### src/rtl/sched_pkg.sv
// rtl/sched_pkg.sv - shared types and constants for the timer event scheduler
package sched_pkg;

  localparam int SCHED_TW = 10;
  localparam int SCHED_PW = 8;
  localparam int SCHED_AW = 8;

  // Timestamp value that terminates an event list
  localparam logic [SCHED_TW-1:0] END_MARK = '1;

  // Legacy-compatible state encodings; the enum below reuses them
  localparam logic [2:0] ST_IDLE  = 3'd0;
  localparam logic [2:0] ST_FETCH = 3'd1;
  localparam logic [2:0] ST_WAIT  = 3'd2;
  localparam logic [2:0] ST_ARMED = 3'd3;
  localparam logic [2:0] ST_EMIT  = 3'd4;
  localparam logic [2:0] ST_DONE  = 3'd5;

  typedef enum logic [2:0] {
    S_IDLE  = ST_IDLE,
    S_FETCH = ST_FETCH,
    S_WAIT  = ST_WAIT,
    S_ARMED = ST_ARMED,
    S_EMIT  = ST_EMIT,
    S_DONE  = ST_DONE
  } sched_state_e;

  // One event-list ROM word: {timestamp, payload}
  typedef struct packed {
    logic [SCHED_TW-1:0] ts;
    logic [SCHED_PW-1:0] payload;
  } sched_event_t;

endpackage

### src/rtl/sched_edge_det.sv
// rtl/sched_edge_det.sv - rising-edge detector for the level-sensitive go input
module sched_edge_det (
  input  logic clk,
  input  logic reset,
  input  logic d_i,
  output logic rise_o
);

  logic d_q;

  // Remember last cycle's level so a held-high go is not seen as a new start
  always_ff @(posedge clk) begin
    if (reset) begin
      d_q <= 1'b0;
    end else begin
      d_q <= d_i;
    end
  end

  assign rise_o = d_i & ~d_q;

endmodule

### src/rtl/timer_event_scheduler.sv
// rtl/timer_event_scheduler.sv - plays a time-sorted event list against universal_timer; SCHED_LATE_DROP_EN skips late events
module timer_event_scheduler
  import sched_pkg::*;
#(
  parameter int TW = SCHED_TW,
  parameter int PW = SCHED_PW,
  parameter int AW = SCHED_AW
) (
  input  logic             clk,
  input  logic             reset,
  input  logic             go,
  input  logic             hold,
  output logic             tmr_start,
  output logic             tmr_pause,
  output logic             tmr_reset,
  input  logic [TW-1:0]    un_time,
  output logic [AW-1:0]    ev_addr,
  input  logic [TW+PW-1:0] ev_rdata,
  output logic             ev_valid,
  input  logic             ev_ready,
  output logic [PW-1:0]    ev_payload,
  output logic             ev_late,
  output logic             done
);

  sched_state_e  state_q, state_d;
  logic [AW-1:0] addr_q, addr_d;
  logic [TW-1:0] ts_q, ts_d;
  logic [PW-1:0] payload_q, payload_d;
  logic          start_q, start_d;
  logic          treset_q, treset_d;
  logic          done_q, done_d;
  logic          adv;
  logic          go_rise;
`ifndef SCHED_LATE_DROP_EN
  logic          late_q, late_d;
  logic          first_q, first_d;
`endif

  logic [TW-1:0] rd_ts;
  logic [PW-1:0] rd_payload;

  assign rd_ts      = ev_rdata[TW+PW-1:PW];
  assign rd_payload = ev_rdata[PW-1:0];

  sched_edge_det u_go_edge (
    .clk    (clk),
    .reset  (reset),
    .d_i    (go),
    .rise_o (go_rise)
  );

  // Playback sequencing: fetch, latch, wait for the timer, hand off, step
  always_comb begin
    state_d   = state_q;
    addr_d    = addr_q;
    ts_d      = ts_q;
    payload_d = payload_q;
    start_d   = 1'b0;
    treset_d  = 1'b0;
    done_d    = done_q;
    adv       = 1'b0;
`ifndef SCHED_LATE_DROP_EN
    late_d    = late_q;
    first_d   = first_q;
`endif
    case (state_q)
      S_IDLE, S_DONE: begin
        if (go_rise) begin
          state_d = S_FETCH;
          addr_d  = '0;
          start_d = 1'b1;
          done_d  = 1'b0;
        end else if (state_q == S_IDLE) begin
          // Keep the timer parked at zero until playback starts
          treset_d = 1'b1;
        end
      end
      S_FETCH: state_d = S_WAIT;
      S_WAIT: begin
        ts_d      = rd_ts;
        payload_d = rd_payload;
        if (rd_ts == '1) begin
          state_d  = S_DONE;
          done_d   = 1'b1;
          treset_d = 1'b1;
        end else begin
          state_d = S_ARMED;
`ifndef SCHED_LATE_DROP_EN
          first_d = 1'b1;
`endif
        end
      end
      S_ARMED: begin
`ifdef SCHED_LATE_DROP_EN
        if (!hold && un_time >= ts_q) begin
          if (un_time > ts_q) begin
            adv = 1'b1;
          end else begin
            state_d = S_EMIT;
          end
        end
`else
        // Lateness is judged once, when the event is first armed
        if (first_q) begin
          late_d  = (un_time > ts_q);
          first_d = 1'b0;
        end
        if (!hold && un_time >= ts_q) begin
          state_d = S_EMIT;
        end
`endif
      end
      S_EMIT: begin
        if (ev_ready) begin
          adv = 1'b1;
        end
      end
      default: state_d = S_IDLE;
    endcase

    // Leaving an entry: the last ROM address ends the list like a marker
    if (adv) begin
      if (&addr_q) begin
        state_d  = S_DONE;
        done_d   = 1'b1;
        treset_d = 1'b1;
      end else begin
        addr_d  = addr_q + AW'(1);
        state_d = S_FETCH;
      end
    end
  end

  // State and datapath registers; reset also holds the timer in reset
  always_ff @(posedge clk) begin
    if (reset) begin
      state_q   <= S_IDLE;
      addr_q    <= '0;
      ts_q      <= '0;
      payload_q <= '0;
      start_q   <= 1'b0;
      treset_q  <= 1'b1;
      done_q    <= 1'b0;
`ifndef SCHED_LATE_DROP_EN
      late_q    <= 1'b0;
      first_q   <= 1'b0;
`endif
    end else begin
      state_q   <= state_d;
      addr_q    <= addr_d;
      ts_q      <= ts_d;
      payload_q <= payload_d;
      start_q   <= start_d;
      treset_q  <= treset_d;
      done_q    <= done_d;
`ifndef SCHED_LATE_DROP_EN
      late_q    <= late_d;
      first_q   <= first_d;
`endif
    end
  end

  assign tmr_start  = start_q;
  assign tmr_reset  = treset_q;
  assign tmr_pause  = hold && (state_q != S_IDLE) && (state_q != S_DONE);
  assign ev_addr    = addr_q;
  assign ev_valid   = (state_q == S_EMIT);
  assign ev_payload = payload_q;
  assign done       = done_q;
`ifdef SCHED_LATE_DROP_EN
  assign ev_late    = 1'b0;
`else
  assign ev_late    = late_q & ev_valid;
`endif

endmodule
### config.mk
export PLATFORM = sky130hd
export DESIGN_NAME = timer_event_scheduler
export DESIGN_NICKNAME = d
export VERILOG_FILES = /design/src/rtl/sched_pkg.sv /design/src/rtl/sched_edge_det.sv /design/src/rtl/timer_event_scheduler.sv
export SDC_FILE = /design/constraint.sdc
export NUM_CORES = 1
export LEC_CHECK = 0
export ABC_AREA = 1
export BUFFER_PORTS_ARGS = -buffer_cell sky130_fd_sc_hd__buf_2
export CORE_AREA = 2 2 64 66
export DETAILED_ROUTE_END_ITERATION = 6
export DIE_AREA = 0 0 66 68
export GPL_TIMING_DRIVEN = 1
export PLACE_DENSITY = 0.81
export SLEW_MARGIN = 20
export SYNTH_ARGS = -nofsm -noshare
export SYNTH_HDL_FRONTEND = slang
export SYNTH_SLANG_ARGS = --single-unit
### constraint.sdc
create_clock -name clk -period 1.78 [get_ports clk]
set_input_delay 0.356 -clock clk [delete_from_list [all_inputs] [get_ports clk]]
set_output_delay 0.356 -clock clk [all_outputs]
set_load 0.01 [all_outputs]
# After elaboration in Yosys (flattened, before gate mapping)
# Index checks and enable logic that the tools add are counted.
[word_totals]
register_bits = 35
output_inout_bits = 22
[classes]
addsub = 1
mux = 26
eq_ne = 11
n_lt_le_gt_ge = 2
n_reduce_logical = 13
bitwise_logic = 4
[op_table]
columns = ["cell", "count"]
rows = [
  ["$mux W8", 4],
  ["$mux W3", 5],
  ["$pmux W3 S5", 1],
  ["$mux W1", 13],
  ["$eq A10 B10 Y1 const B", 1],
  ["$ge A10 B10 Y1", 1],
  ["$gt A10 B10 Y1", 1],
  ["$ne A3 B3 Y1 const B", 3],
  ["$add A8 B1 Y8 const B", 1],
  ["$reduce_and A8 Y1", 1],
  ["$eq A3 B2 Y1 const B", 2],
  ["$eq A3 B3 Y1 const B", 2],
  ["$pmux W1 S2", 3],
  ["$reduce_and A2 Y1", 2],
  ["$reduce_or A2 Y1", 2],
  ["$eq A3 B1 Y1 const B", 1],
  ["$logic_and A1 B1 Y1", 3],
  ["$logic_not A3 Y1", 1],
  ["$reduce_and A3 Y1", 1],
  ["$reduce_bool A3 Y1", 1],
  ["$and A1 B1 Y1", 2],
  ["$ne A2 B1 Y1 const B", 1],
  ["$ne A2 B2 Y1 const B", 1],
  ["$not A1 Y1", 2],
  ["other kinds (2)", 2],
]

# Logic depth before layout (Yosys ltp)
# Gate-level depths: netlist of run 1.
[logic_depth]
depth_word = 6
depth_mapped = 14
mapped_depth_nobuf = 14

# Hierarchy
# Synthesis of run 1 repeated with hierarchy kept, for this count alone.
[hier_totals]
hier_cells = 247
hier_area_um2 = 1754.2
[modules_own_cells]
columns = ["mod", "seq_area_each_um2", "area_each_um2", "n_inst", "cells_each"]
rows = [
  ["timer_event_scheduler", 680.7, 1722.9, 1, 243],
  ["sched_edge_det", 20.0, 31.3, 1, 4],
]

# Least setup slack after synthesis of run 1
# OpenSTA, ideal clock, no wires.
[synth_timing]
path_type = "input -> register"
startpoint = "input port un_time[9]"
endpoint = "register state_q[0]"
required_time_ns = 1.667
slack_ns = 0.279
arrival_time_ns = 1.388
stages = 10
setup_time_ns = 0.113
path_cell_list = "ha_1 nand2_1 nor2_1 nand3_1 nand4_1 nand2_1 nand2_1 nand3_1 nor2_1 nor2_1"
[synth_via]
elab_chain_len = 4
[synth_rtl]
columns = ["item", "line_no", "source"]
rows = [
  ["start: declaration", "timer_event_scheduler.sv:16", "input logic [TW-1:0] un_time,"],
  ["$ge A10 B10 Y1", "timer_event_scheduler.sv:109", "if (!hold && un_time >= ts_q) begin"],
  ["$logic_and A1 B1 Y1", "timer_event_scheduler.sv:109", ""],
  ["$ne A3 B3 Y1 (no source line)", "--", ""],
  ["$reduce_and A3 Y1 (no source line)", "--", ""],
  ["end signal: assignment", "timer_event_scheduler.sv:150", "state_q <= state_d;"],
  ["end: declaration", "timer_event_scheduler.sv:26", "sched_state_e state_q, state_d;"],
]
# No other way between the ends.
# A chain may end at the register's enable or synchronous reset.

# Worst setup path in the final report of run 1
[layout_timing]
startpoint = "register state_q[0]"
endpoint = "output port tmr_pause"
[layout_via]
elab_chain_len = 3
[layout_rtl]
columns = ["item", "line_no", "source"]
rows = [
  ["$reduce_bool A3 Y1", "timer_event_scheduler.sv:166", "assign tmr_pause = hold && (state_q != S_IDLE) && (state_q != S_DONE);"],
  ["$logic_and A1 B1 Y1", "timer_event_scheduler.sv:166", ""],
  ["$logic_and A1 B1 Y1 *", "timer_event_scheduler.sv:166", ""],
  ["end: declaration", "timer_event_scheduler.sv:14", "output logic tmr_pause,"],
]
# Every way passes the cells marked *; elsewhere a longest branch is shown, timed or not.

==> results by group, run 1 <==
Run status
  – Status: finished, final reports clean

Clocking
  – Clk buf depth: 2
  – Reg clk slew, reported paths: about 70 ps
  – Post-CTS Setup Repair Bufs: 0
  – Post-cts repair resize count: 0
  – Num CTS Buffers: 5
  – CTS sink cnt: 35
  – Worst-Skew Late Latency: about 280 ps
  – Clk root buf: clkbuf_8
  – Hold buffer count at CTS: 0
  – CTS tree: built
  – H-tree levels: 2

Floorplan
  – Core Box Area: between 3000 and 4000 um2
  – Top Ports: 55
  – Site row count: 23
  – Die area: 4490 um2
  – Initial core utilization: 0.479
  – Die Ht: 68 um
  – Die W: 66 um

Timing
  – Slew @ Worst Pin: 424 ps
  – Fmax: approximately 0.6 GHz
  – Fin crit share: 0.922
  – Final setup fails: 0
  – Final hold vios: 0
  – Slew HR: 0.717
  – Worst setup margin: ~140 ps
  – Max Slew Vio Count: 0
  – Worst clock skew: around 4.3 ps
  – Post-layout min period: ~1600 ps

Final layout
  – Number of diodes: 0
  – Nets: about 360
  – Final core utilization: 0.592
  – Syn-to-layout area delta: 23.6%
  – Layout cells sized above 1: 0.275
  – Final cell count without fillers: approximately 360

Hold path
  – HP Class: in -> reg
  – Hold path cells: 3
  – WHS Endpoint: u_go_edge.d_q$_SDFF_PP0_
  – Hold path startpoint: go

Synthesis
  – Synth cell types: 31
  – Syn avg cell area: about 7.2 um2
  – Area share of the leading cell type in the synthesized netlist: 0.379
  – Cell taking the most area after synthesis: dfxtp_1
  – FFs w/ async S/R, synth: 0
  – Synth warn: 0
  – Cell with the most instances after synthesis: nand2_1
  – Synth Cell Area: 1850 um2
  – Post-synth top cells: nand2_1 (44), inv_1 (37), nor2_1 (37), dfxtp_1 (35), o21ai_0 (23)
  – Mapped Cells: approximately 260
  – Synth area leaders: dfxtp_1 (38%), nand2_1 (8.9%), inv_1 (7.5%)
  – Number of synthesized flops with an enable pin: 0
  – Post-Syn Nets: ~300
  – Post-synthesis sequential area ratio: 0.379
  – Main synth FF type: dfxtp_1
  – Synth Register Bits: 35

Placed design
  – Placed cell count: roughly 360
  – Detailed placement HPWL: between 2 and 3 mm
  – Pre-CTS setup slack: 26.9 ps
  – IO Port Bufs: 54
  – RD Place Congestion: roughly 0.77

GRT
  – Largest net degree at the start of global routing: 29
  – GR Overflow Total: 0
  – Initial antenna violation count: 0
  – Gr usage total: 0.192
  – First-pass GRT wire length: ~6.5 mm
  – Vias in the first global route: about 1600

Job
  – Max-Cap Viols: 0

Setup path
  – Worst-path cell chain: inv_1, nand3_1, nand2_2, nor2_1, buf_2
  – Crit path max fanout: 5
  – WP data required: approximately 1400 ps
  – Worst setup SP type: flip-flop
  – Max stage delay on crit path: a little under 400 ps
  – R2R Setup Slk: about 210 ps
  – Slowest CP cell: dfxtp_2
  – R2R cell count: 12
  – Critical Path Sink Type: output pin
  – Worst EP arrival: between 1000 and 1500 ps
  – Crit Path Class: reg -> out
  – Worst flop-to-flop path startpoint: ts_q[9]$_SDFFE_PP0P_
  – CP delay by family, top: flip-flops
  – RR Endpoint: state_q[0]$_SDFFE_PP0P_
  – Buf+Inv Stages, Crit Path: 2

Pwr
  – Leakage: 0.00109 uW
  – Peak supply drop: around 600 uV
  – Power per Cell Area: around 1200 nW/um2

Route
  – WL/cell: approximately 11 um
  – Post-DRT Antenna Nets: 0
  – Initial DRC count: 58
  – Via density: ~4.9
  – TritonRoute pass-1 iters: 4
  – Routed WL: 3.90 mm
  – Drt drc: 0
  – Via count: between 1500 and 2000
==> layout make-up <==
class / count / area (um2)
fillers: 383 / 1570
multi-input cells: 174 / 977
flip-flops and latches: 35 / 703
repair buffers: 56 / 285
inverters: 40 / 155
clock buffers: 8 / 100
well taps: 50 / 62.6
==> cell families (layout without fill, tap and decap cells) <==
kind of cell | Yosys count | in the layout | synth area share
AOI/OAI and AO/OA | 52 | 52 | 0.156
buffers and inverters | 46 | 104 | 0.0982
adders and majority gates | 11 | 11 | 0.0745
DFF | 35 | 35 | 0.379
and+or+nand+nor | 111 | 111 | 0.292
==> state kept, by name, summed over array words and instances, names as in the netlist, 3 cells and up <==
name / flops
ev_payload: 8
ts_q: 10
ev_addr: 8
state_q: 3
==> worst reg2reg max path: cells and delay by family (launching register included) <==
kind	cells	cell delay (ps)
AOI/OAI and AO/OA	1	170
adders and majority gates	1	280
buffers and inverters	2	90
DFF	1	310
and+or+nand+nor	8	620
==> placed cells by master, fill, tap and decap left out, types with 3 or more instances in the layout <==
master / instances
nand3_1: 12
ha_1: 11
nor2_1: 35
nand2_1: 43
o21ai_1: 3
clkbuf_8: 7
o21ai_0: 23
inv_1: 37
dfxtp_1: 33
buf_2: 54
a21oi_1: 20
nand4_1: 4
nor2_2: 4
==> per-stage QoR <==
stage / total power (uW) / hold slack (ps) / instance area, um2 / setup TNS (ps)
floorplan: 1880 / 433 / 1850 / 0
finish: 2800 / 290 / 2280 / 0
global placement: 2150 / 442 / 2170 / 0
CTS: 2820 / 279 / 2270 / 0
global route: 3050 / 302 / 2280 / -5.23
detailed placement: 2180 / 452 / 2170 / 0
==> where the power goes <==
part | total, uW | internal (uW) | switching (uW)
Sequential | 1090 | 986 | 99.8
Clock | 620 | 353 | 267
Combinational | 1090 | 397 | 697
==> per-layer routing <==
metal / track usage / wire, um / part of all wire / up-vias
li1: - / - / - / 939
met1: 0.218 / 1770 / 0.45 / 778
met3: 0.0510 / 208 / 0.053 / 7
met5: 0 / 0 / 0 / -
met4: 0.0867 / 76 / 0.019 / 0
met2: 0.341 / 1850 / 0.47 / 40
==> worst max-delay path by stage <==
| stage | from | to | slack [ps] | depth (start not counted) |
|---|---|---|---|---|
| floorplan | un_time[9] | state_q[0]$_SDFFE_PP0P_ | 280 | 10 |
| global placement | un_time[5] | state_q[2]$_SDFFE_PP0P_ | 90 | 11 |
| detailed placement | un_time[5] | state_q[0]$_SDFFE_PP0P_ | 30 | 11 |
| CTS | state_q[0]$_SDFFE_PP0P_ | tmr_pause | 30 | 5 |
| global route | ts_q[3]$_SDFFE_PP0P_ | state_q[2]$_SDFFE_PP0P_ | -5 | 12 |
| finish | state_q[0]$_SDFFE_PP0P_ | tmr_pause | 140 | 5 |
Power figures use the tool's default switching activity.
==> run 2, diff against run 1 <==
--- a/config.mk
+++ b/config.mk
@@ -5,13 +5,12 @@
 export SDC_FILE = /design/constraint.sdc
 export NUM_CORES = 1
 export LEC_CHECK = 0
-export ABC_AREA = 1
 export BUFFER_PORTS_ARGS = -buffer_cell sky130_fd_sc_hd__buf_2
-export CORE_AREA = 2 2 64 66
+export CORE_AREA = 2 2 63 65
 export DETAILED_ROUTE_END_ITERATION = 6
-export DIE_AREA = 0 0 66 68
+export DIE_AREA = 0 0 65 67
 export GPL_TIMING_DRIVEN = 1
-export PLACE_DENSITY = 0.81
+export PLACE_DENSITY = 0.82
 export SLEW_MARGIN = 20
 export SYNTH_ARGS = -nofsm -noshare
 export SYNTH_HDL_FRONTEND = slang
==> run 2 against run 1 <==
Net effect:
- sequential share of layout area fell by 1.1 points
- clock power fell by 6.8%
- area after synthesis fell by 1.6%
- combinational power rose by 16%
- routed wire length rose by 13%
- register-to-register slack got worse by 210 ps
- highest routed layer unchanged
- clock-buffer cell count fell by 2
- sequential power barely moved
==> results by group, run 2 <==
Clocking
  – Worst-Skew Late Latency: 290 ps (was 280 ps)
  – CTS sink cnt: 35 (unchanged)
  – Num CTS Buffers: 5 (unchanged)
  – Hold buffer count at CTS: 0 (unchanged)
  – H-tree levels: 2 (unchanged)
  – Clk buf depth: 2 (unchanged)
  – Clk root buf: clkbuf_8 (unchanged)
  – CTS tree: built (unchanged)
  – Reg clk slew, reported paths: 70 ps (about the same)

Job
  – Max-Cap Viols: 0 (unchanged)

Synthesis
  – Post-synth top cells: nand2_1 (44), dfxtp_1 (35), a21oi_1 (28), nor2_1 (17), inv_1 (12) (was nand2_1 (44), inv_1 (37), nor2_1 (37), dfxtp_1 (35), o21ai_0 (23))
  – Synth Cell Area: 1820 um2 (was 1850 um2)
  – Mapped Cells: 223 (was 255)
  – Synth area leaders: dfxtp_1 (39%), nand2_1 (9.1%), a21oi_1 (7.7%) (was dfxtp_1 (38%), nand2_1 (8.9%), inv_1 (7.5%))
  – Synth warn: 0 (unchanged)
  – Syn avg cell area: 8.15 um2 (was 7.24 um2)
  – Cell with the most instances after synthesis: nand2_1 (unchanged)
  – Post-Syn Nets: 267 (was 299)
  – Main synth FF type: dfxtp_1 (unchanged)
  – FFs w/ async S/R, synth: 0 (unchanged)
  – Area share of the leading cell type in the synthesized netlist: 0.386 (was 0.379)
  – Post-synthesis sequential area ratio: 0.386 (was 0.379)
  – Number of synthesized flops with an enable pin: 0 (unchanged)
  – Synth cell types: 45 (was 31)
  – Cell taking the most area after synthesis: dfxtp_1 (unchanged)
  – Synth Register Bits: 35 (unchanged)

Hold path
  – HP Class: in -> reg (unchanged)
  – Hold path cells: 2 (was 3)

Final layout
  – Commonest non-fill, non-tap cell in the layout: buf_2 (unchanged)
  – Final cell count without fillers: 332 (was 363)
  – Syn-to-layout area delta: 32.0% (was 23.6%)
  – Final core utilization: 0.665 (was 0.592)
  – Largest reg by FF count: ts_q (unchanged)
  – Number of diodes: 0 (unchanged)
  – Layout cells sized above 1: 0.377 (was 0.275)
  – Max reg flops: 10 (unchanged)
  – Nets: 328 (was 356)
  – Commonest cells after routing, fill and taps aside: buf_2 (54), nand2_1 (44), a21oi_1 (26), dfxtp_1 (26), nor2_1 (17) (was buf_2 (54), nand2_1 (43), inv_1 (37))

Placed design
  – Placed cell count: 324 (was 355)
  – RD Place Congestion: 0.860 (was 0.774)
  – Detailed placement HPWL: 3.01 mm (was 2.97 mm)
  – IO Port Bufs: 54 (unchanged)

Pwr
  – Leakage: 0.000996 uW (was 0.00109 uW)
  – Power per Cell Area: 1230 nW/um2 (about the same)
  – Peak supply drop: 711 uV (was 603 uV)
  – Tot Pwr: 2950 uW (was 2800 uW)

Setup path
  – Crit path max fanout: 3 (was 5)
  – R2R cell count: 7 (was 12)
  – Crit Path Class: reg -> reg (was reg -> out)
  – WP data required: 1960 ps (was 1420 ps)
  – Worst-path cell chain: inv_2, ha_4, and4_4, o211a_1, a2111oi_4, a31o_1, a2111oi_2 (was inv_1, nand3_1, nand2_2, nor2_1, buf_2)
  – Critical Path Sink Type: flip-flop (was output pin)
  – Worst setup SP type: flip-flop (unchanged)
  – Worst EP arrival: 1950 ps (was 1280 ps)
  – R2R Setup Slk: 2 ps (was 210 ps)
  – Max stage delay on crit path: 340 ps (was 390 ps)
  – Slowest CP cell: dfxtp_2 (unchanged)

Route
  – Post-DRT Antenna Nets: 0 (unchanged)
  – Drt drc: 0 (unchanged)
  – Via density: 5.29 (was 4.86)
  – Via count: 1756 (was 1764)
  – TritonRoute pass-1 iters: 4 (unchanged)
  – WL/cell: 13.3 um (was 10.8 um)
  – Initial DRC count: 91 (was 58)
  – Routed WL: 4.40 mm (was 3.90 mm)

Timing
  – Slew HR: 0.690 (was 0.717)
  – Worst clock skew: 6.28 ps (was 4.29 ps)
  – Final setup fails: 0 (unchanged)
  – Post-layout min period: 1780 ps (was 1640 ps)
  – Max Slew Vio Count: 0 (unchanged)
  – Fin crit share: 0.999 (was 0.922)
  – Setup TNS: 0 ps (unchanged)
  – Slew @ Worst Pin: 465 ps (was 424 ps)
  – Final hold vios: 0 (unchanged)
  – Fmax: 0.562 GHz (was 0.609 GHz)
  – RSZ-0062 raised after global routing: true

Floorplan
  – Die Ht: 67 um (was 68 um)
  – Core Box Area: 3610 um2 (was 3860 um2)
  – Initial core utilization: 0.504 (was 0.479)
  – Die W: 65 um (was 66 um)
  – Die area: 4360 um2 (was 4490 um2)
  – Site row count: 22 (was 23)
  – Top Ports: 55 (unchanged)

GRT
  – GR Overflow Total: 0 (unchanged)
  – Initial antenna violation count: 0 (unchanged)
  – Gr usage total: 0.211 (was 0.192)
  – Vias in the first global route: 1601 (was 1556)
  – First-pass GRT wire length: 6.96 mm (was 6.50 mm)
  – Largest net degree at the start of global routing: 24 (was 29)

Run status
  – Status: finished, final reports clean (unchanged)
-- run 2: cell families after synthesis --
family                     count (synthesis)  synth area share
buffers and inverters                     23            0.0606
AOI/OAI and AO/OA                         48             0.174
adders and majority gates                 12            0.0820
muxes                                      2            0.0117
and+or+nand+nor                          100             0.271
DFF                                       35             0.386
xor gates and xnor gates                   3            0.0145
-- run 2: metrics by stage --
step                      hold WS, ps  area [um2]  worst slack, ps
after floorplan                   436        1820             31.6
after global placement            440        2150             -164
after detailed placement          444        2150             -198
after CTS                         295        2290             1.20
after global routing              296        2400            -75.2
final                             301        2400             1.58
-- run 2: final timing paths --
check,to,startpoint
min,u_go_edge.d_q$_SDFF_PP0_,go
max reg2reg,state_q[2]$_SDFFE_PP0P_,ts_q[9]$_SDFFE_PP0P_
max,state_q[2]$_SDFFE_PP0P_,ts_q[9]$_SDFFE_PP0P_
min reg2reg,ev_payload[0]$_SDFFE_PP0P_,ev_payload[0]$_SDFFE_PP0P_
-- run 2: timing repair --
action	4_1_cts	5_1_grt
pin swaps	5	3
resized for setup	10	21
setup buffers	0	1
endpoints found under the setup margin	6	6
-- run 2: report_power, final --
group | switching [uW] | internal, uW
logic | 680 | 579
clock network | 274 | 303
registers | 163 | 950
total | 1120 | 1830
-- run 2: metal layers --
metal	GRT usage	share of wire	vias up
met5	0	0	-
met4	0.106	0.015	0
met3	0.0389	0.040	6
met2	0.366	0.51	50
met1	0.248	0.44	811
li1	-	-	889
-- run 2: layout make-up --
class | instances | area [um2]
clock buffer | 6 | 82.6
clock inverter | 1 | 5.00
fill | 308 | 1210
inverter | 13 | 48.8
multi-input combinational | 165 | 1140
sequential | 35 | 712
tap | 48 | 60.1
timing repair buffer | 64 | 345
-- run 2: worst max-delay path: cells and delay by family, from the launching register on --
family                     cells  cell delay [ps]
buffers and inverters          1               50
and+or+nand+nor                1              260
adders and majority gates      1              260
AOI/OAI and AO/OA              4              770
DFF                            1              340
